<file path="config.mk">
export PLATFORM = sky130hd
export DESIGN_NAME = mem_port_arbiter
export DESIGN_NICKNAME = d
export VERILOG_FILES = /design/src/rtl/mem_port_arbiter.sv
export SDC_FILE = /design/constraint.sdc
export NUM_CORES = 1
export LEC_CHECK = 0
export BUFFER_PORTS_ARGS = -buffer_cell sky130_fd_sc_hd__buf_4
export CAP_MARGIN = 20
export CORE_MARGIN = 4
export CORE_UTILIZATION = 50
export CTS_CLUSTER_DIAMETER = 150
export DETAILED_ROUTE_END_ITERATION = 10
export PLACE_DENSITY = 0.85
export SLEW_MARGIN = 30
export SYNTH_ARGS = -nofsm -noshare
export SYNTH_HDL_FRONTEND = slang
export SYNTH_SLANG_ARGS = --single-unit
</file>
<file path="constraint.sdc">
create_clock -name clk -period 3.2 [get_ports clk]
set_clock_uncertainty 0.2 [all_clocks]
set_input_delay 0.32 -clock clk [delete_from_list [all_inputs] [get_ports clk]]
set_output_delay 0.32 -clock clk [all_outputs]
set_load 0.1 [all_outputs]
</file>
<file path="src/rtl/mem_port_arbiter.sv">
// Shares one memory port between I-fetch and D-access; D has priority, a starvation counter forces I through.
// Latency: grant edge then mem_ready edge, one idle bubble between transactions; requesters stall on combinational wait.
module mem_port_arbiter #(
  parameter int ADDR_W     = 32,
  parameter int DATA_W     = 32,
  parameter int STARVE_MAX = 4
) (
  input  logic                  clk,
  input  logic                  rst,
  input  logic                  enable,
  input  logic                  i_req,
  input  logic [ADDR_W-1:0]     i_addr,
  output logic [DATA_W-1:0]     i_rdata,
  output logic                  i_wait,
  input  logic                  d_req,
  input  logic                  d_we,
  input  logic [DATA_W/8-1:0]   d_be,
  input  logic [ADDR_W-1:0]     d_addr,
  input  logic [DATA_W-1:0]     d_wdata,
  output logic [DATA_W-1:0]     d_rdata,
  output logic                  d_wait,
  output logic                  mem_req,
  output logic                  mem_we,
  output logic [DATA_W/8-1:0]   mem_be,
  output logic [ADDR_W-1:0]     mem_addr,
  output logic [DATA_W-1:0]     mem_wdata,
  input  logic [DATA_W-1:0]     mem_rdata,
  input  logic                  mem_ready
);

  localparam int BE_W  = DATA_W / 8;
  localparam int CNT_W = $clog2(STARVE_MAX + 1);
  localparam logic [CNT_W-1:0] STARVE_LIM = CNT_W'(STARVE_MAX);

  typedef enum logic [1:0] {
    ST_IDLE = 2'd0,
    ST_IGNT = 2'd1,
    ST_DGNT = 2'd2
  } state_t;

  state_t             r_state;
  state_t             w_state_nxt;
  logic [CNT_W-1:0]   r_starve_cnt;
  logic [CNT_W-1:0]   w_starve_nxt;
  logic               r_i_done;
  logic               r_d_done;
  logic               r_mem_we;
  logic [BE_W-1:0]    r_mem_be;
  logic [ADDR_W-1:0]  r_mem_addr;
  logic [DATA_W-1:0]  r_mem_wdata;
  logic [DATA_W-1:0]  r_i_rdata;
  logic [DATA_W-1:0]  r_d_rdata;

  logic w_i_elig;
  logic w_d_elig;
  logic w_bubble;
  logic w_grant_i;
  logic w_grant_d;
  logic w_complete;

  assign w_i_elig = i_req & ~r_i_done;
  assign w_d_elig = d_req & ~r_d_done;
  // A done flag is only ever set in the cycle right after a completion; that cycle is the idle bubble.
  assign w_bubble = r_i_done | r_d_done;

  always_comb begin
    w_state_nxt = r_state;
    w_grant_i   = 1'b0;
    w_grant_d   = 1'b0;
    w_complete  = 1'b0;
    case (r_state)
      ST_IDLE: begin
        if (enable && !w_bubble) begin
          if (w_d_elig && (!w_i_elig || (r_starve_cnt < STARVE_LIM))) begin
            w_grant_d   = 1'b1;
            w_state_nxt = ST_DGNT;
          end else if (w_i_elig) begin
            w_grant_i   = 1'b1;
            w_state_nxt = ST_IGNT;
          end
        end
      end
      ST_IGNT, ST_DGNT: begin
        if (mem_ready) begin
          w_complete  = 1'b1;
          w_state_nxt = ST_IDLE;
        end
      end
      default: w_state_nxt = ST_IDLE;
    endcase
  end

  always_comb begin
    w_starve_nxt = r_starve_cnt;
    if (w_grant_i) begin
      w_starve_nxt = '0;
    end else if (w_grant_d && i_req) begin
      if (r_starve_cnt != STARVE_LIM) begin
        w_starve_nxt = r_starve_cnt + CNT_W'(1);
      end
    end else if ((r_state == ST_IDLE) && !i_req) begin
      w_starve_nxt = '0;
    end
  end

  always_ff @(posedge clk or negedge rst) begin
    if (!rst) begin
      r_state      <= ST_IDLE;
      r_starve_cnt <= '0;
      r_i_done     <= 1'b0;
      r_d_done     <= 1'b0;
    end else begin
      r_state      <= w_state_nxt;
      r_starve_cnt <= w_starve_nxt;
      r_i_done     <= w_complete && (r_state == ST_IGNT);
      r_d_done     <= w_complete && (r_state == ST_DGNT);
    end
  end

  // Memory-side request fields are frozen from the grant edge until the next grant.
  always_ff @(posedge clk or negedge rst) begin
    if (!rst) begin
      r_mem_we    <= 1'b0;
      r_mem_be    <= '0;
      r_mem_addr  <= '0;
      r_mem_wdata <= '0;
    end else if (w_grant_d) begin
      r_mem_we    <= d_we;
      r_mem_be    <= d_be;
      r_mem_addr  <= d_addr;
      r_mem_wdata <= d_wdata;
    end else if (w_grant_i) begin
      r_mem_we    <= 1'b0;
      r_mem_be    <= '1;
      r_mem_addr  <= i_addr;
      r_mem_wdata <= '0;
    end
  end

  always_ff @(posedge clk or negedge rst) begin
    if (!rst) begin
      r_i_rdata <= '0;
      r_d_rdata <= '0;
    end else if (w_complete) begin
      if (r_state == ST_IGNT) begin
        r_i_rdata <= mem_rdata;
      end else if (!r_mem_we) begin
        r_d_rdata <= mem_rdata;
      end
    end
  end

  assign mem_req   = (r_state != ST_IDLE);
  assign mem_we    = r_mem_we;
  assign mem_be    = r_mem_be;
  assign mem_addr  = r_mem_addr;
  assign mem_wdata = r_mem_wdata;
  assign i_rdata   = r_i_rdata;
  assign d_rdata   = r_d_rdata;
  assign i_wait    = i_req & ~r_i_done;
  assign d_wait    = d_req & ~r_d_done;

endmodule

</file>
== Yosys cells after proc, flatten, opt, wreduce, memory -nomap -nowiden ==
Cells that the tools add are included.
Word-level totals
  output and inout port bits: 136
  register bits: 140
  bits of input ports: 139
  word-level logic and storage cells: 71
Cells by class
  mux-type cells: 26
  reduce and logical (&&, ||, !) cells: 19
  bitwise logic cells: 7
  $add $sub $neg: 1
  equal/unequal tests: 7
  $lt $le $gt $ge: 1
Operators with widths (number)
  32-bit two-way mux: 4
  3-bit two-way mux: 4
  1-bit two-way mux: 11
  2-bit two-way mux: 4
  4-bit two-way mux: 2
  1-bit logical AND: 6
  3-bit inequality test, second input constant: 2
  3-bit AND reduction: 2
  2-bit inequality test, second input constant: 2
  1-bit NOT: 4
  2-bit case mux with 2 select lines: 1
  2-bit AND reduction: 2
  2-bit nonzero test: 2
  3-bit by 1-bit adder with 3-bit output, second input constant: 1
  1-bit logical NOT: 3
  3-bit less-than comparator, second input constant: 1
  3-bit by 2-bit inequality test with 1-bit output, second input constant: 1
  3-bit nonzero test: 1
  1-bit bitwise AND: 2
  2-bit by 1-bit equality test with 1-bit output, second input constant: 1
  2-bit equality test, second input constant: 1
  2-bit logical NOT: 1
  2-bit OR reduction: 1
  1-bit logical OR: 1
  1-bit bitwise OR: 1

== Depth between registers and ports, before layout ==
  word-level depth: 11
  depth in mapped cells: 8
  gate-level depth less buffers: 5

== Least setup slack after synthesis ==
No wires, ideal clock.
  path kind: reg2reg
  from: reg r_i_done
  to: reg r_state[0]
  setup slack: 682 ps
  arrival time: 2253 ps
  path buffers: 0
  cell stages (with the launch flop): 4
  clock period less this slack: 2518 ps
  required time: 2935 ps
  setup time: 65 ps
  path through: dfrtp_1 -> nor2b_1 -> nor4bb_1 -> a211o_1
On the way
  longest elaborated chain between the ends: 8
  elaborated cells between the ends (all ways): 14
  classes of those cells: 2 x eq/ne; 3 x mux; 3 x bitwise; 6 x reduce/logical
RTL lines
  start: declaration: RTL line 45  | logic r_i_done;
  start signal: assignment: RTL line 115  | r_i_done <= w_complete && (r_state == ST_IGNT);
  1-bit NOT *
  1-bit bitwise AND *
  net i_wait: RTL line 14  | output logic i_wait,
  1-bit logical NOT: RTL line 74  | if (w_d_elig && (!w_i_elig || (r_starve_cnt < STARVE_LIM))) begin
  1-bit logical OR: RTL line 74
  1-bit logical AND: RTL line 74
  2-bit two-way mux: RTL line 74
  2-bit two-way mux: RTL line 73  | if (enable && !w_bubble) begin
  2-bit case mux with 2 select lines: RTL line 71  | case (r_state)
  end signal: assignment: RTL line 113  | r_state <= w_state_nxt;
  end: declaration: RTL line 41  | state_t r_state;
The timed path passes the listed nets; every way through them passes the cells marked *. The select of a mux whose other input is x is not followed.
A chain may end at the register's enable or synchronous reset.

== Worst setup path after layout ==
  from: reg r_state[1]
  to: reg r_mem_addr[26] (netlist: mem_addr[26])
On the way
  longest elaborated chain between the ends: 3
  elaborated cells between the ends (all ways): 5
  classes of those cells: 3 x mux; 2 x reduce/logical
RTL lines
  2-bit logical NOT *: RTL line 71
  1-bit two-way mux: RTL line 71
  32-bit two-way mux or 2-bit nonzero test (tied branches)
  end signal: assignment: RTL line 130  | r_mem_addr <= d_addr;
  end signal: assignment: RTL line 135  | r_mem_addr <= i_addr;
  end: declaration: RTL line 49  | logic [ADDR_W-1:0] r_mem_addr;
Every way passes the cells marked *; elsewhere a longest branch is shown, timed or not.

==> run metrics <==
status finished, final reports clean; asr flop ratio synth 100%; FF+latch count, synth 140; Reg area between 3000 and 4000 µm²; most common cell after layout, fill and taps aside buf_4; Seq/Total Area, Yosys 59.3%; share of layout cells above drive strength 1 between 50% and 60%; IO Port Bufs 274; Worst-Margin Slew 0.848 ns; hold crit path type in -> reg; DRC Markers 0; simple-gate share of the synthesized area 4.45%; CORE AREA 11,500 µm²; Synth area leaders dfrtp_1 (59%), mux2_2 (12%), a31oi_2 (6.4%), a22o_1 (5.0%), o21ai_0 (2.8%); gr busiest metal met2; clk buf depth 2; Die Height 117 µm; RSZ-0062 raised after global routing no; dominant synthesized flop cell dfrtp_1; crit start category flop; fin crit share 81.4%; H-tree levels 4; CP max FO 18; first-pass GRT wire length between 30 and 40 mm; Post-Syn Area per Cell roughly 13 µm²; yosys warns 0; Critical Path Max Stage Delay 0.62 ns; most frequent cells in the layout buf_4 (282), dfrtp_1 (140), dlygate4sd3_1 (97); final slew viol count 0; XOR/XNOR share of the synthesized area 0%; drt first pass iters 5; clock tree sinks 140; num rows 39; via density per instance 5.69; Die X 117 µm; setup TNS 0 ns; drt initial violations 502; Final GP Congestion between 0.8 and 0.9; Post-synth EDFFs 0; maxcap violations 0; Slowest-stage cell, CP nand4bb_1; Req. time, crit path 3.26 ns; die area 13,600 µm²; Multi-input gate area 2180 µm²; Mapped Cells 447; Final setup viols 0; total CTS buffers 17; DP HPWL 12.8 mm; final hold viol count 0; Yosys top cell area share 59.3%; largest net degree at the start of global routing just under 90; Synthesized Nets between 500 and 600; initial antenna violation count 1; Area Overhead vs Synth 62.7%; Filler Cell Count 560; CTS tree done; Remaining Overflow, GRT 0; Max Freq ~380 MHz; post-synth cell types 34; Post-CTS Setup Bufs 0; CTS root buf clkbuf_16; main combinational cell family by area after synthesis compound AO/OA/AOI/OAI gates; Netlist Area Pre-Place 5900 µm²; post-route ant nets 0; Starting Density 51.5%; WL per Instance 21.6 µm; CP arrival 2.66 ns; gr usage total 30.1%; routing usage on met3 8.60%; M1 GR Usage 32.9%; Synth Area in Compound Gates 18.9%; # IOs between 200 and 300; post-synthesis mux area share around 12%; Routed WL around 21 mm; worst skew pair latency 0.41 ns; Slew HR a little over two fifths; clk slew on worst S/H paths 0.06 ns; Synth area leader dfrtp_1; Vias 5,519; crit path time final 2.60 ns; Critical Path End Type flop; critical path class reg -> reg; number of nets in the layout 957; critical path, cell by cell inv_1 > ha_1 > nand4bb_1 > buf_4 > o21ai_0 > a31oi_2; Synth Area in Adders around 1.1%; met2 usage 53.9%; vias in the first global route 5,891
per-stage QoR:
stage / hold WS, ns / util, % / setup WS [ns] / std cells / instance area (µm²)
after floorplan: -0.176 / - / 0.682 / 447 / 5900
after global placement: 0.0963 / 70.1 / 0.837 / 840 / 8040
after detailed placement: 0.101 / 70.1 / 0.670 / 840 / 8040
after CTS: 0.000874 / 83.7 / 0.673 / 969 / 9600
after global routing: 0.0134 / 83.8 / 0.466 / 970 / 9610
final: 0.0187 / 83.8 / 0.595 / 970 / 9610
critical path, delay by kind of cell (launching register included):
kind                       cells  cell delay [ns]
and+or+nand+nor                1             0.62
adders and majority gates      1             0.26
DFF                            1             0.40
buffers and inverters          2             0.58
AOI/OAI and AO/OA              2             0.39
cell type report:
class                   count  share of cell area (%)
inverters                   8                   0.313
repair buffers            381                    32.5
well taps                 143                    1.86
multi-input cells         265                    22.7
clock buffers              20                    4.65
flip-flops and latches    140                    36.5
clock inverters            12                    1.52
diodes                      1                  0.0261
path summary, 6_finish.rpt:
check	from	endpoint	slack, ns	depth (start not counted)
worst max-delay path	r_state[1]$_DFFE_PN0P_	mem_addr[26]$_DFFE_PN0P_	0.60	6
worst min-delay path	i_addr[25]	mem_addr[25]$_DFFE_PN0P_	0.02	3
worst max register to register	r_state[1]$_DFFE_PN0P_	mem_addr[26]$_DFFE_PN0P_	0.60	6
worst min register to register	d_rdata[29]$_DFFE_PN0P_	d_rdata[29]$_DFFE_PN0P_	0.30	1
max in group asynchronous	rst	d_rdata[29]$_DFFE_PN0P_	1.70	3
min in group asynchronous	rst	mem_addr[0]$_DFFE_PN0P_	0.23	2
Yosys cell counts (2+ instances only):
| master | instances |
|---|---|
| a211oi_1 | 2 |
| a31oi_1 | 2 |
| a211o_1 | 2 |
| o21ai_0 | 33 |
| buf_4 | 7 |
| dfrtp_1 | 140 |
| nor2b_1 | 3 |
| nand2_1 | 36 |
| ha_1 | 5 |
| buf_2 | 12 |
| mux2_2 | 64 |
| a31oi_2 | 30 |
| inv_1 | 8 |
| clkbuf_1 | 11 |
| a21oi_1 | 32 |
| buf_6 | 4 |
| nor3b_1 | 2 |
| a22o_1 | 34 |
| o22a_1 | 5 |
sequential cells by signal, indices dropped and copies added (netlist names):
register / cells
r_state: 2
mem_be: 4
d_rdata: 32
r_starve_cnt: 3
i_rdata: 32
r_i_done: 1
mem_we: 1
mem_wdata: 32
r_d_done: 1
mem_addr: 32
routing by layer:
| layer | wire, µm | vias up | part of all wire [%] |
|---|---|---|---|
| met5 | 0 | - | 0 |
| met4 | 670 | 0 | 3.2 |
| met3 | 1970 | 53 | 9.4 |
| met2 | 11200 | 362 | 53 |
| met1 | 7100 | 2733 | 34 |
| li1 | - | 2371 | - |
cells by family (layout without fill, tap and decap cells):
kind of cell	count (synthesis)	after routing
flip-flops	140	140
adder cells (fa/ha/maj)	5	5
AND/OR/NAND/NOR	52	52
other	0	1
multiplexers	65	65
buffers and inverters	42	421
AO/OA/AOI/OAI	143	143
repair_timing:
action,CTS,global route
endpoints found under the hold margin,181,0
gates resized for setup,0,0
hold buffers,97,0
Power is left out: the tool's default activity adds up to more than one toggle a clock period on the data nets, which glitch-free logic cannot reach.
